File: src/rtl/regfile_pkg.sv
// ---------------------------------------------------------------------------
// regfile_pkg
// Shared definitions for the multi-port register file slice:
//   - rf_state_e : bulk-clear engine state encoding
//   - RF_WIDTH   : default data bits per register
//   - RF_DEPTH   : default number of registers
// ---------------------------------------------------------------------------
package regfile_pkg;

    typedef enum logic {
        RF_IDLE  = 1'b0,
        RF_CLEAR = 1'b1
    } rf_state_e;

    localparam int RF_WIDTH = 32;
    localparam int RF_DEPTH = 32;

endpackage : regfile_pkg

File: src/rtl/regfile_rd_port.sv
// ---------------------------------------------------------------------------
// regfile_rd_port
// One read port of the register file: write-to-read bypass, zero-register
// mask and an optional output register.
// Ports:
//   clk, reset : clock and synchronous active-high reset
//   raddr      : read address
//   mem_data   : current array content at raddr (pre-edge)
//   we         : write enables of all write ports
//   waddr      : packed write addresses, port j at [j*AW +: AW]
//   wdata      : packed write data, port j at [j*WIDTH +: WIDTH]
//   rdata      : read data (combinational or registered by READ_LAT)
// ---------------------------------------------------------------------------
module regfile_rd_port
    import regfile_pkg::*;
#(
    parameter int WIDTH    = RF_WIDTH,
    parameter int AW       = 5,
    parameter int NUM_WR   = 1,
    parameter int READ_LAT = 0,
    parameter int ZERO_REG = 1
) (
    input  logic                    clk,
    input  logic                    reset,
    input  logic [AW-1:0]           raddr,
    input  logic [WIDTH-1:0]        mem_data,
    input  logic [NUM_WR-1:0]       we,
    input  logic [NUM_WR*AW-1:0]    waddr,
    input  logic [NUM_WR*WIDTH-1:0] wdata,
    output logic [WIDTH-1:0]        rdata
);

    logic [WIDTH-1:0] byp_s;
    logic [WIDTH-1:0] data_s;
    logic [WIDTH-1:0] data_r;

    // Bypass mux: later (higher-index) write ports override earlier ones.
    always_comb begin
        byp_s = mem_data;
        for (int j = 0; j < NUM_WR; j++) begin
            byp_s = (we[j] && (waddr[j*AW +: AW] == raddr)) ? wdata[j*WIDTH +: WIDTH] : byp_s;
        end
    end

    // Zero-register mask applied after bypass so entry 0 always reads 0.
    always_comb begin
        if ((ZERO_REG == 1) && (raddr == {AW{1'b0}})) begin
            data_s = {WIDTH{1'b0}};
        end else begin
            data_s = byp_s;
        end
    end

    // Output register holding the post-write value for registered reads.
    always_ff @(posedge clk) begin
        if (reset) begin
            data_r <= {WIDTH{1'b0}};
        end else begin
            data_r <= data_s;
        end
    end

    assign rdata = (READ_LAT == 1) ? data_r : data_s;

endmodule : regfile_rd_port

File: src/rtl/regfile_mp.sv
// ---------------------------------------------------------------------------
// regfile_mp
// Parametrised multi-port register file with clocked writes, configurable
// read latency, write-to-read bypass, optional hard-wired zero register and
// a sequenced bulk-clear engine (one entry per cycle, DEPTH cycles busy).
// Ports:
//   RF_clk    : clock
//   RF_reset  : synchronous active-high reset (zeroes array, aborts clear)
//   RF_raddr  : read addresses, port i at [i*AW +: AW]
//   RF_rdata  : read data, port i at [i*WIDTH +: WIDTH]
//   RF_we     : write enables
//   RF_waddr  : write addresses, port j at [j*AW +: AW]
//   RF_wdata  : write data, port j at [j*WIDTH +: WIDTH]
//   RF_clear  : pulse to start a sequenced clear
//   RF_busy   : clear in progress
// ---------------------------------------------------------------------------
module regfile_mp
    import regfile_pkg::*;
#(
    parameter int   WIDTH    = RF_WIDTH,
    parameter int   DEPTH    = RF_DEPTH,
    parameter int   NUM_RD   = 2,
    parameter int   NUM_WR   = 1,
    parameter int   READ_LAT = 0,
    parameter int   ZERO_REG = 1,
    localparam int  AW       = $clog2(DEPTH)
) (
    input  logic                    RF_clk,
    input  logic                    RF_reset,
    input  logic [NUM_RD*AW-1:0]    RF_raddr,
    output logic [NUM_RD*WIDTH-1:0] RF_rdata,
    input  logic [NUM_WR-1:0]       RF_we,
    input  logic [NUM_WR*AW-1:0]    RF_waddr,
    input  logic [NUM_WR*WIDTH-1:0] RF_wdata,
    input  logic                    RF_clear,
    output logic                    RF_busy
);

    localparam logic [AW-1:0] PTR_LAST = AW'(DEPTH - 1);

    logic [WIDTH-1:0]  mem_r [DEPTH];
    logic [NUM_WR-1:0] wr_ok_s;
    rf_state_e         state_r;
    rf_state_e         state_nx_s;
    logic [AW-1:0]     ptr_r;
    logic [AW-1:0]     ptr_nx_s;
    logic              clear_en_s;
    logic              busy_r;

    // Write qualification: drop writes to entry 0 when it is hard-wired.
    always_comb begin
        wr_ok_s = {NUM_WR{1'b0}};
        for (int j = 0; j < NUM_WR; j++) begin
            if ((ZERO_REG == 1) && (RF_waddr[j*AW +: AW] == {AW{1'b0}})) begin
                wr_ok_s[j] = 1'b0;
            end else begin
                wr_ok_s[j] = RF_we[j];
            end
        end
    end

    // Storage array: clear first, then writes in ascending port order so a
    // write to the clear pointer and the highest write port both win.
    always_ff @(posedge RF_clk) begin
        if (RF_reset) begin
            for (int e = 0; e < DEPTH; e++) begin
                mem_r[e] <= {WIDTH{1'b0}};
            end
        end else begin
            if (clear_en_s) begin
                mem_r[ptr_r] <= {WIDTH{1'b0}};
            end
            for (int j = 0; j < NUM_WR; j++) begin
                if (wr_ok_s[j]) begin
                    mem_r[RF_waddr[j*AW +: AW]] <= RF_wdata[j*WIDTH +: WIDTH];
                end
            end
        end
    end

    // Clear FSM state, pointer and busy flag registers.
    always_ff @(posedge RF_clk) begin
        if (RF_reset) begin
            state_r <= RF_IDLE;
            ptr_r   <= {AW{1'b0}};
            busy_r  <= 1'b0;
        end else begin
            state_r <= state_nx_s;
            ptr_r   <= ptr_nx_s;
            busy_r  <= (state_nx_s == RF_CLEAR);
        end
    end

    // Clear FSM next state: a clear request in CLEAR is ignored; the sweep
    // ends by comparing against the last index rather than on wrap.
    always_comb begin
        state_nx_s = state_r;
        ptr_nx_s   = ptr_r;
        case (state_r)
            RF_IDLE: begin
                if (RF_clear) begin
                    state_nx_s = RF_CLEAR;
                    ptr_nx_s   = {AW{1'b0}};
                end else begin
                    state_nx_s = RF_IDLE;
                end
            end
            RF_CLEAR: begin
                if (ptr_r == PTR_LAST) begin
                    state_nx_s = RF_IDLE;
                    ptr_nx_s   = {AW{1'b0}};
                end else begin
                    ptr_nx_s   = ptr_r + AW'(1'b1);
                end
            end
            default: begin
                state_nx_s = RF_IDLE;
                ptr_nx_s   = {AW{1'b0}};
            end
        endcase
    end

    // Clear FSM outputs.
    always_comb begin
        clear_en_s = 1'b0;
        case (state_r)
            RF_IDLE:  clear_en_s = 1'b0;
            RF_CLEAR: clear_en_s = 1'b1;
            default:  clear_en_s = 1'b0;
        endcase
    end

    assign RF_busy = busy_r;

    for (genvar i = 0; i < NUM_RD; i++) begin : g_rd
        logic [AW-1:0] raddr_s;
        assign raddr_s = RF_raddr[i*AW +: AW];

        regfile_rd_port #(
            .WIDTH    (WIDTH),
            .AW       (AW),
            .NUM_WR   (NUM_WR),
            .READ_LAT (READ_LAT),
            .ZERO_REG (ZERO_REG)
        ) u_rd_port (
            .clk      (RF_clk),
            .reset    (RF_reset),
            .raddr    (raddr_s),
            .mem_data (mem_r[raddr_s]),
            .we       (RF_we),
            .waddr    (RF_waddr),
            .wdata    (RF_wdata),
            .rdata    (RF_rdata[i*WIDTH +: WIDTH])
        );
    end

endmodule : regfile_mp

File: config.mk
export PLATFORM = sky130hd
export DESIGN_NAME = regfile_mp
export DESIGN_NICKNAME = d
export VERILOG_FILES = /design/src/rtl/regfile_pkg.sv /design/src/rtl/regfile_rd_port.sv /design/src/rtl/regfile_mp.sv
export SDC_FILE = /design/constraint.sdc
export NUM_CORES = 2
export LEC_CHECK = 0
export BUFFER_PORTS_ARGS = -buffer_cell sky130_fd_sc_hd__buf_2
export CORE_MARGIN = 2
export CORE_UTILIZATION = 25
export CTS_CLUSTER_DIAMETER = 30
export CTS_CLUSTER_SIZE = 16
export DETAILED_ROUTE_END_ITERATION = 10
export SLEW_MARGIN = 20
export SYNTH_ARGS = -nofsm -noshare
export SYNTH_HDL_FRONTEND = slang
export SYNTH_HIERARCHICAL = 1
export SYNTH_SLANG_ARGS = --single-unit
File: constraint.sdc
create_clock -name RF_clk -period 3.54 [get_ports RF_clk]
set_clock_uncertainty 0.15 [all_clocks]
set_input_delay 0.531 -clock RF_clk [delete_from_list [all_inputs] [get_ports RF_clk]]
set_output_delay 0.531 -clock RF_clk [all_outputs]
set_load 0.005 [all_outputs]
# Word level (Yosys, flattened, before mapping)
# Memory sizes are Yosys's and may differ from the RTL's.
# Cells that the tools add are included.
# op_classes
addsub	1
n_eq_ne	4
n_mux	26
bitwise_logic	1
reduce_logical	7
# op_table
op	n
32-bit two-way mux	6
32-bit OR reduction	2
5-bit two-way mux	4
5-bit logical NOT	3
1-bit two-way mux	13
5-bit equality test	2
5-bit one-hot mux with 2 select lines	1
5-bit by 1-bit adder with 5-bit output (second input constant)	1
5-bit equality test (second input constant)	1
1-bit one-hot mux with 2 select lines	2
1-bit logical AND	2
2-bit != test (second input constant)	1
1-bit NOT	1
# totals
ff_bits	6
ram_bits	1024
inputBits	51
out_inout_bits	65
word_cells	42
memories	1
# mem_list
memory	depth	word_bits	read_ports	rd_clocked_by_memory_dff	wr	line	text
mem_r	32	32	2	0	32	regfile_mp.sv:41	logic [WIDTH-1:0] mem_r [DEPTH];

# Depth between registers and ports, before layout
# depth
word_depth	7
mapped_depth	10

# Hierarchy
# Netlist, hierarchy kept.
# modules_own_cells
module	n_inst	cells_per_inst	area_per_inst_um2	seq_area_each_um2
regfile_mp	1	4685	56307.8	30869.6
regfile_rd_port	2	123	640.6	0.0

# Worst setup path after synthesis
# Ideal clock, no wire load.
# synth_path
kind	flip-flop to flip-flop
startpoint	reg ptr_r[4]
endpoint	mem mem_r[0][0] (netlist bit) (enable)
t_arrival_ns	2.436
setup_slack_ns	0.525
stages_incl_launch_ff	4
n_path_buf	1
cell_sequence	dfxtp_1 -> clkbuf_1 -> or3_1 -> o21bai_1
# synth_rtl
element	line	text
from (decl)	regfile_mp.sv:45	logic [AW-1:0] ptr_r;
from (signal assigned)	regfile_mp.sv:85	ptr_r <= {AW{1'b0}};
from (signal assigned)	regfile_mp.sv:89	ptr_r <= ptr_nx_s;
to (decl)	regfile_mp.sv:41	

# Worst setup path after layout
# layout_path
startpoint	in RF_raddr[1]
endpoint	out RF_rdata[13]
# layout_via
elab_chain_cells	4
word_cells_on_any_way	6
cone_classes	eq/ne: 1; mux: 2; reduce/logical: 2; memory: 1
# layout_lines
element	line	text
from (decl)	regfile_mp.sv:30	input logic [NUM_RD*AW-1:0] RF_raddr,
parallel branches: the longest is 3 deep, another holds memory read 32 x 32 bit	n/a	
32-bit two-way mux (*)	regfile_rd_port.sv:47	if ((ZERO_REG == 1) && (raddr == {AW{1'b0}})) begin
to (decl)	regfile_mp.sv:31	output logic [NUM_RD*WIDTH-1:0] RF_rdata,
# Every way passes the cells marked *.

==> results.ini <==
[min_path]
min-delay-start=RF_wdata[11]
holdPathStages=2
hp-class=in2reg
holdPathEnd=mem_r[20][11]

[global_route]
gr-total-overflow=0
grtUsageTotal=0.1808
gr-usage-met2=0.2845
grt_pass1_wl_um=308700
grt_use_met1=0.2342
grt_pass1_vias=42638
busiest_layer=met2
met3_usage=0.04059
grt_max_degree=52
antenna_found_initial=42

[clocking]
clk_path_buf_depth=3
insertion_delay_ns=0.81
cts_tree=built
cts.sinks=1030
htreeDepth=4
post_cts.repair.setup_buffers=0
cts_buffers=192
clk_pin_slew_ns=0.05
root_buffer=clkbuf_16

[synth]
synthCells=4931
async_flop_share=0
synth.yosys.seq_area_share=0.5360
synth_top_area_frac=0.5339
ys_ff_latch=1030
ys_top_cells_by_area=edfxtp_1 53%, mux2i_1 18%, and2_1 11%
synth_area_per_cell_um2=11.68
synth_enable_flop_cells=1024
yosysTopAreaCell=edfxtp_1
synth_ff_type=edfxtp_1
yosysUniqueCellTypes=46
synth_warnings=6
netlist_area_um2=57590

[pwr]
intPower_mw=27.90
power_density_nw_per_um2=538.4
p_seq_frac=0.381
p_clk_frac=0.512
sw_frac_of_total=0.2622
ir_drop_v=0.0005169
p_switching_mw=9.912
p_leak_nw=27.35
p_comb_frac=0.107

[layout]
layout_commonest_cell=mux2i_1
area_growth_pct=21.94
drive_gt1_frac=0.1605
final_util=0.3060
layout_common_cells=1025 x mux2i_1, 1024 x edfxtp_1, 993 x and2_1
fin_nets=5136
fin_area_um2=70220

[sta]
finalWorstSetupSlack_ns=-0.03074
post-route-period-util=1.009
slew_headroom=0.3834
fmax_ghz=0.2801
hold_viol=0
setup_viol=1
min_period_ns=3.571
final_max_slew_viol_count=0
worst_slew_pin_slew_ns=0.9249
rsz0062_at_grt=false

[floorplanning]
die_w_um=484.0
core_um2=229500
die_height_um=484.0
num_io_pins=116
initial_core_util=0.2510
rows=176
die_area_um2=234200

[worst_setup_path]
path_buf_inv=5
path_max_fanout=31
slowest_delay_ns=0.60
crit_required_ns=2.86
r2r_slack_ns=0.87
timing.rr.start=RF_busy
cpMaxStageDelayCell=o21ai_1
regToRegEndpoint=mem_r[27][28]
crit_path_end_kind=output port
path_class=in2out
path_cells=buf_8 -> buf_12 -> buf_12 -> buf_4 -> mux2i_1 -> a22oi_1 -> nand3_1 -> nand3_1 -> nand2_1 -> o21ai_1 -> buf_2
critPathTopFamily=buffers and inverters
crit_arrival_ns=2.89
reg2reg_depth=6
critPathLaunchType=primary input

[drt]
vias_per_cell=5.190
drt_wl_total_um=219300
drt_pre_antenna_iters=5
antenna_left=0
drt_iter0_drc=5680
drc=0
vias=42985
wl_per_cell_um=26.47

[place]
numPortBuffers=115
placed_cell_area_um2=63210
gp_congestion=0.8865
dp_hpwl_um=134300

[flow_run]
maxCapViolations=0

[run_status]
status=finished, violations left
violations=setup timing

power groups by stage:
stage               Sequential [mW]  Clock, mW  Combinational, mW
detailed placement             14.6          0               3.96
global route                   14.5       20.1               4.23
finish                         14.4       19.3               4.06
CTS                            14.4       19.5               3.99
global placement               14.6          0               3.94
floorplan                      14.5          0               2.21
synthesized netlist by cell type (3+ instances only):
| library cell | count |
|---|---|
| a31oi_1 | 65 |
| edfxtp_1 | 1024 |
| nor2b_1 | 5 |
| buf_6 | 14 |
| o21ai_1 | 10 |
| and2_1 | 998 |
| xor2_1 | 8 |
| nand3b_1 | 6 |
| ha_1 | 5 |
| nand2b_1 | 6 |
| nand3_1 | 194 |
| a22o_1 | 128 |
| nor2_1 | 68 |
| o21ai_0 | 55 |
| dfxtp_1 | 6 |
| buf_4 | 63 |
| a21oi_1 | 197 |
| mux2i_1 | 1025 |
| nand2_1 | 268 |
| nand4_1 | 65 |
| buf_2 | 70 |
| a311o_1 | 4 |
| clkbuf_1 | 284 |
| nor3_1 | 67 |
| clkbuf_2 | 15 |
| a22oi_1 | 192 |
| or3_1 | 29 |
| nor3b_1 | 3 |
| buf_1 | 34 |
stage by stage:
step	power, mW	cells	setup slack [ns]	TNS (ns)	hold WS [ns]
finish	37.81	8283	-0.03074	-0.03074	0.06392
global route	38.79	8275	0.002748	0	0.05182
detailed placement	18.59	7912	-0.4306	-2.153	0.4137
global placement	18.53	7911	-0.6381	-2.914	0.3952
CTS	37.91	8274	-0.003377	-0.005952	0.03544
floorplan	16.74	4962	0.5255	0	0.3616
how the worst max path moves through the flow:
stage,startpoint,to,cells past startpoint
3_3_place_gp,RF_raddr[0],RF_rdata[14],11
2_1_floorplan,ptr_r[4],mem_r[0][0],3
3_5_place_dp,RF_raddr[6],RF_rdata[46],11
5_1_grt,RF_raddr[5],RF_rdata[44],11
4_1_cts,RF_raddr[6],RF_rdata[46],11
6_report,RF_raddr[1],RF_rdata[13],11
kinds of logic (layout without fill, tap and decap cells):
family                     after synthesis  in the layout  synth area share
AOI/OAI and AO/OA                      653            653           0.07526
xor gates and xnor gates                10             10          0.001521
adders and majority gates                5              5          0.001086
buffers and inverters                  483            768           0.03932
DFF                                   1030           1030            0.5360
muxes                                 1025           1025            0.1782
other                                    1             42        0.00006512
and+or+nand+nor                       1724           1724            0.1686
cell type report:
cell class,count,area (um^2)
clock buffers,206,4857
fillers,22995,159200
repair buffers,405,3674
well taps,3026,3786
diodes,10,25.02
clock inverters,155,1992
multi-input cells,3449,25010
flip-flops and latches,1030,30870
inverters,2,7.507
routing by layer:
metal,vias up,part of all wire
met1,21474,0.40
met5,-,0.00029
met2,2447,0.45
met4,10,0.050
li1,18480,-
met3,574,0.10
registers in the layout, summed over array words and instances, names as in the netlist:
name	cells
ptr_r	5
RF_busy	1
mem_r	1024
what timing repair did:
item,in CTS,in global routing
setup endpoints to repair,11,13
gates resized for setup,19,15
hold buffers,1,0
hold endpoints to repair,3,0
pin swaps,0,1
gates cloned,0,0
(Power assumes the default switching activity.)
